$ cat src/rtl/apb_mem_slave.sv
// Parametrised APB3/APB4 memory slave: word-addressed register array with byte strobes,
// optional wait states and an error response for out-of-range addresses.
module apb_mem_slave #(
    parameter int DATA_W      = 32,
    parameter int ADDR_W      = 8,
    parameter int DEPTH       = 64,
    parameter int WAIT_STATES = 0
) (
    input  logic                  pclk,
    input  logic                  preset,
    input  logic                  psel,
    input  logic                  penable,
    input  logic                  pwrite,
    input  logic [ADDR_W-1:0]     paddr,
    input  logic [DATA_W-1:0]     pwdata,
    input  logic [DATA_W/8-1:0]   pstrb,
    output logic                  pready,
    output logic [DATA_W-1:0]     prdata,
    output logic                  pslverr
);

    localparam int LANES = DATA_W / 8;
    localparam int IDX_W = (DEPTH > 1) ? $clog2(DEPTH) : 1;

    typedef enum logic {
        IDLE,
        ACCESS
    } stateType;

    stateType state, nextState;

    logic [3:0]        cnt;
    logic [ADDR_W-1:0] addrQ;
    logic              writeQ;
    logic [DATA_W-1:0] wdataQ;
    logic [LANES-1:0]  strbQ;
    logic              errQ;

    logic [DATA_W-1:0] mem [DEPTH];

    logic              setup;
    logic              inRange;
    logic              commit;
    logic [IDX_W-1:0]  setupIdx;
    logic [IDX_W-1:0]  accessIdx;

    // Range check is one bit wider than paddr so DEPTH == 2**ADDR_W never flags an error.
    assign inRange   = {1'b0, paddr} < (ADDR_W+1)'(DEPTH);
    assign setupIdx  = paddr[IDX_W-1:0];
    assign accessIdx = addrQ[IDX_W-1:0];

    assign setup   = (state == IDLE) && psel && !penable;
    assign pready  = (state == ACCESS) && psel && penable && (cnt == 4'd0);
    assign pslverr = pready && errQ;
    assign commit  = pready && writeQ && !errQ;

    always_ff @(posedge pclk or posedge preset) begin
        if (preset) begin
            state <= IDLE;
        end else begin
            state <= nextState;
        end
    end

    // Dropping psel in ACCESS aborts the transfer without touching memory.
    always_comb begin
        nextState = state;
        case (state)
            IDLE: begin
                if (setup) begin
                    nextState = ACCESS;
                end
            end
            ACCESS: begin
                if (!psel || pready) begin
                    nextState = IDLE;
                end
            end
            default: nextState = IDLE;
        endcase
    end

    // Read data is fetched at the setup edge so it is stable for the whole access phase.
    always_ff @(posedge pclk or posedge preset) begin
        if (preset) begin
            cnt    <= '0;
            addrQ  <= '0;
            writeQ <= 1'b0;
            wdataQ <= '0;
            strbQ  <= '0;
            errQ   <= 1'b0;
            prdata <= '0;
        end else if (setup) begin
            cnt    <= 4'(WAIT_STATES);
            addrQ  <= paddr;
            writeQ <= pwrite;
            wdataQ <= pwdata;
            strbQ  <= pstrb;
            errQ   <= !inRange;
            if (!pwrite) begin
                prdata <= inRange ? mem[setupIdx] : '0;
            end
        end else if ((state == ACCESS) && psel && penable && (cnt != 4'd0)) begin
            cnt <= cnt - 4'd1;
        end
    end

    always_ff @(posedge pclk or posedge preset) begin
        if (preset) begin
            for (int i = 0; i < DEPTH; i++) begin
                mem[i] <= '0;
            end
        end else if (commit) begin
            for (int l = 0; l < LANES; l++) begin
                if (strbQ[l]) begin
                    mem[accessIdx][8*l +: 8] <= wdataQ[8*l +: 8];
                end
            end
        end
    end

endmodule

$ cat config.mk
export PLATFORM = sky130hd
export DESIGN_NAME = apb_mem_slave
export DESIGN_NICKNAME = d
export VERILOG_FILES = /design/src/rtl/apb_mem_slave.sv
export SDC_FILE = /design/constraint.sdc
export NUM_CORES = 2
export LEC_CHECK = 0
export ABC_AREA = 0
export CAP_MARGIN = 20
export CORE_MARGIN = 2
export CORE_UTILIZATION = 46
export CTS_CLUSTER_DIAMETER = 50
export DETAILED_ROUTE_END_ITERATION = 16
export PLACE_DENSITY = 0.68
export SETUP_SLACK_MARGIN = 0.5
export SYNTH_ARGS = -nofsm -noshare
export SYNTH_HDL_FRONTEND = slang
export SYNTH_SLANG_ARGS = --single-unit
export TNS_END_PERCENT = 10
$ cat constraint.sdc
create_clock -name pclk -period 208 [get_ports pclk]
set_input_delay 41.6 -clock pclk [delete_from_list [all_inputs] [get_ports pclk]]
set_output_delay 41.6 -clock pclk [all_outputs]
set_load 0.02 [all_outputs]
### Word level (Yosys, flattened, before mapping)

Index checks and enable logic that the tools add are counted.
Widths: inputs -> output; s select.

| operators by class | value |
|---|---|
| add/subtract/negate cells | 1 |
| $lt $le $gt $ge | 4 |
| mux-type cells | 28 |
| bitwise gates (word level) | 4 |
| reduce and logical (&&, ||, !) cells | 19 |

Operators with widths:

| cell | number |
|---|---|
| $mux 2048 | 7 |
| $bwmux 2048 | 4 |
| $demux 32 s6 | 4 |
| $bmux 32 s6 | 1 |
| $mux 32 | 4 |
| $mux 24 | 1 |
| $mux 16 | 1 |
| $ge 7x7->1 const B | 2 |
| $not 6->7 | 2 |
| $logic_and 1x1->1 | 10 |
| $lt 8x7->1 const B | 1 |
| $mux 4 | 2 |
| $mux 8 | 1 |
| $lt 7x1->1 const B | 1 |
| $logic_not 1->1 | 4 |
| $logic_not 4->1 | 1 |
| $reduce_bool 4->1 | 1 |
| $sub 4x1->4 const B | 1 |
| $mux 1 | 2 |
| $not 1->1 | 2 |
| $pmux 1 s2 | 1 |
| $reduce_and 2->1 | 1 |
| $reduce_bool 2->1 | 1 |
| $logic_or 1x1->1 | 1 |

| word-level totals | value |
|---|---|
| register bits after elaboration | 2,129 |
| input port bits | 49 |
| output and inout bits | 34 |

### Depth between registers and ports, before layout

| logic depth | value |
|---|---|
| word-level depth | 16 |
| depth in mapped cells | 12 |
| mapped depth without buffers | 8 |

### Worst setup path before layout

Ideal clock, no wire load.

| timing path | value |
|---|---|
| path type | in2out |
| start point | in penable |
| end point | out pslverr |
| data arrival time | 42.199 ns |
| data required time | 166.400 ns |
| setup slack | 124.201 ns |
| cell stages on the path | 2 |
| cell sequence | and4_1 -> and2_1 |

| between the ends | value |
|---|---|
| cells in the longest elaborated chain, start to end | 3 |

RTL lines:

| item | line | source |
|---|---|---|
| from (decl) | 12 | `input logic penable,` |
| $logic_and 1x1->1 (2 in a row) | 53 | `assign pready = (state == ACCESS) && psel && penable && (cnt == 4'd0);` |
| $logic_and 1x1->1 | 54 | `assign pslverr = pready && errQ;` |
| to (decl) | 19 | `output logic pslverr` |

No other way between the ends.

### Worst setup path in the final report

Ends and elaborated chain as after synthesis.

==> key figures <==
Outcome
  – Status: finished, final reports clean

Setup path
  – Reg2reg path depth: 10
  – CP max stage delay: 0.60 ns
  – Slowest-stage cell, CP: clkdlybuf4s50_1
  – CP Launch Point: penable
  – Top cell by count, worst path: clkdlybuf4s50_1
  – FF-to-FF End: mem[1421]
  – Flop-to-flop setup slack: 204.00 ns
  – CP endpoint kind: output port
  – Critical-path cell list: clkdlybuf4s50_1 > and4_1 > and2_1 > clkdlybuf4s50_1
  – Required time worst endpoint: 166.40 ns
  – Crit path kind: input port to output port
  – CP Max Fanout: 4
  – CP Capture Point: pslverr
  – Crit start category: input port
  – Worst Path Arrival: 43.19 ns
  – Worst reg2reg path startpoint: cnt[0]

CTS
  – CTS tree: yes
  – Clock Latency Late Sink: 0.89 ns
  – Hold-fix buffers, CTS: 0
  – CTS Sinks: 2,129
  – Worst-path clk slew: 0.06 ns
  – H-tree depth: 4
  – Root buf cell: clkbuf_16
  – Max Root-Sink Buffers: 3
  – Cts repair resizes: 0
  – Post-CTS Setup Repair Bufs: 0
  – Total CTS buffers: 230

Drt
  – TritonRoute pass-1 iters: 7
  – Via density: 5.989
  – Final wirelength: 272.2 mm
  – DR iter-0 viols: 4,291
  – DR WL/cell: 28.88 um
  – Via count: 56,460
  – DRC Markers: 0
  – Remaining antenna violation count after routing: 0

Synth
  – Post-Syn Instances: 6,398
  – Cell variety after synth: 52
  – Most frequent cell after synthesis: dfrtp_1
  – Cell Area, Synth: 98,730 um^2
  – Syn Nets: 6,448
  – Register area share after synthesis: 53.96%
  – Asr flop ratio synth: 100.0%
  – Top post-synthesis cells by count: 2,129 x dfrtp_1, 1,721 x mux2_2, 403 x mux4_2, 383 x mux2i_1, 343 x mux2_1
  – Top_reg_cell synth: dfrtp_1
  – Number of synthesized flops with an enable pin: 0
  – Synth warn: 0
  – Mean Syn Cell Area: 15.43 um^2
  – Synth area leader: dfrtp_1
  – Synth top area share: 53.96%
  – Top post-synthesis cells by area: dfrtp_1 54%, mux2_2 20%, mux4_2 9.2%, mux2_1 3.9%, mux2i_1 3.9%
  – Synth Register Bits: 2,129

STA
  – Period utilisation layout: 40.76%
  – Setup TNS: 0 ns
  – Final hold violations: 0
  – Minimum clock period: 84.79 ns
  – Worst Skew: 0.05021 ns
  – RSZ-0062 raised after global routing: false
  – Highest clock rate: 11.79 MHz
  – Worst-margin pin slew: 1.255 ns
  – Max Slew Vio Count: 0
  – Final worst slack: 123.21 ns
  – Final setup violation count: 0
  – Worst hold slack: 0.4776 ns
  – Relative slew margins: 16.12%

Final layout
  – Seq. cell area: 53,320 um^2
  – Fill count: 17,730
  – Share of cells above drive strength 1: 44.75%
  – Multi-input combinational cell area: 43,120 um^2
  – Final #Nets: 6,441
  – Layout area overhead: 11.34%
  – Fin area: 109,900 um^2

Placed design
  – Place WS: 123.20 ns
  – Detailed placement HPWL: 168.5 mm
  – Gpl congestion: 0.8489
  – Cell Area, Placed: 101,900 um^2
  – Number of buffers added on ports: 82

Floorplanning
  – Die Ht: 467.3 um
  – Initial Util: 46.14%
  – Row cnt: 170
  – Die Area: 218,400 um^2
  – Core area: 214,000 um^2
  – Die width: 467.3 um
  – Ports: 83

Power
  – Pwr dens: 8.220 nW/um^2
  – Leak Pwr: 55.23 nW
  – Peak supply drop: 0.000009841 V
  – Tot Pwr: 903.6 uW

GRT
  – Grt ovf: 0
  – Pin count of the biggest net entering global routing: 173
  – Antenna violations before repair: 3
  – Global-route wire length before repair: 406.6 mm
  – Vias in the first global route: 59,320
  – Total Routing Usage GR: 25.20%

Min path
  – Hold Crit Class: register to register

Run
  – Max-cap violations: 0
-- placed cells by master, fill, tap and decap left out, drive strengths merged, types with 11 or more instances in the layout --
cell type	count
a21oi	93
a221o	11
a22oi	165
buf	150
bufinv	12
clkbuf	343
clkdlybuf4s50	77
clkinv	41
clkinvlp	11
dfrtp	2129
inv	19
mux2	2072
mux2i	383
mux4	403
nand2	278
nand3	16
nor2	235
nor2b	12
nor4	18
o21ai	17
o22ai	13
-- routing by layer --
layer  GRT usage (%)  part of all wire, %  vias to the layer above
li1                -                    -                    23640
met1           34.92                   43                    30790
met2           39.38                   47                     1583
met3           5.588                  6.6                      435
met4           8.426                  3.5                        5
met5         0.06588                0.065                        -
-- worst min-delay path by stage --
stage              from        to  slack (ns)  cells after the start
4_1_cts          writeQ    writeQ        0.48                      2
5_1_grt        mem[115]  mem[115]        0.49                      1
2_1_floorplan    writeQ    writeQ        0.44                      2
6_report         writeQ    writeQ        0.48                      2
3_5_place_dp     writeQ    writeQ        0.47                      2
3_3_place_gp   mem[110]  mem[110]        0.46                      1
-- logic make-up (layout without fill, tap and decap cells) --
family / after synthesis / count (layout) / synth area share, %
xor+xnor: 3 / 3 / 0.02662
compound gates: 327 / 327 / 2.225
mux: 2858 / 2858 / 36.74
buf+inv: 470 / 653 / 2.499
fa+ha+maj: 1 / 1 / 0.01267
flops: 2129 / 2129 / 53.96
simple gates: 610 / 610 / 4.539
other cells: 0 / 7 / 0
-- stage by stage --
stage	util, %	instances
2_1_floorplan	-	6398
4_1_cts	51.17	9399
5_1_grt	51.37	9420
3_5_place_dp	47.60	8977
3_3_place_gp	47.60	8976
6_report	51.37	9426
-- critical path: cells and delay by family --
kind | cells | cell delay (ns)
buf+inv | 2 | 1.16
simple gates | 2 | 0.43
-- flip-flops by register name, indices dropped and copies added, names as in the netlist --
| name | flops |
|---|---|
| addrQ | 6 |
| cnt | 4 |
| errQ | 1 |
| mem | 2048 |
| prdata | 32 |
| state | 1 |
| strbQ | 4 |
| wdataQ | 32 |
| writeQ | 1 |
-- layout make-up --
| type | instances | area share [%] |
|---|---|---|
| inverters | 3 | 0.01707 |
| well taps | 2838 | 3.230 |
| repair buffers | 228 | 2.073 |
| multi-input cells | 3799 | 39.22 |
| clock buffers | 342 | 6.096 |
| flip-flops and latches | 2129 | 48.50 |
| clock inverters | 80 | 0.8446 |
| diodes | 7 | 0.01593 |
-- where the power goes --
| group | internal (mW) | switching, mW |
|---|---|---|
| combinational | 0.0167 | 0.0515 |
| sequential | 0.418 | 0.00770 |
| clock | 0.238 | 0.172 |
Power figures use the tool's default switching activity.
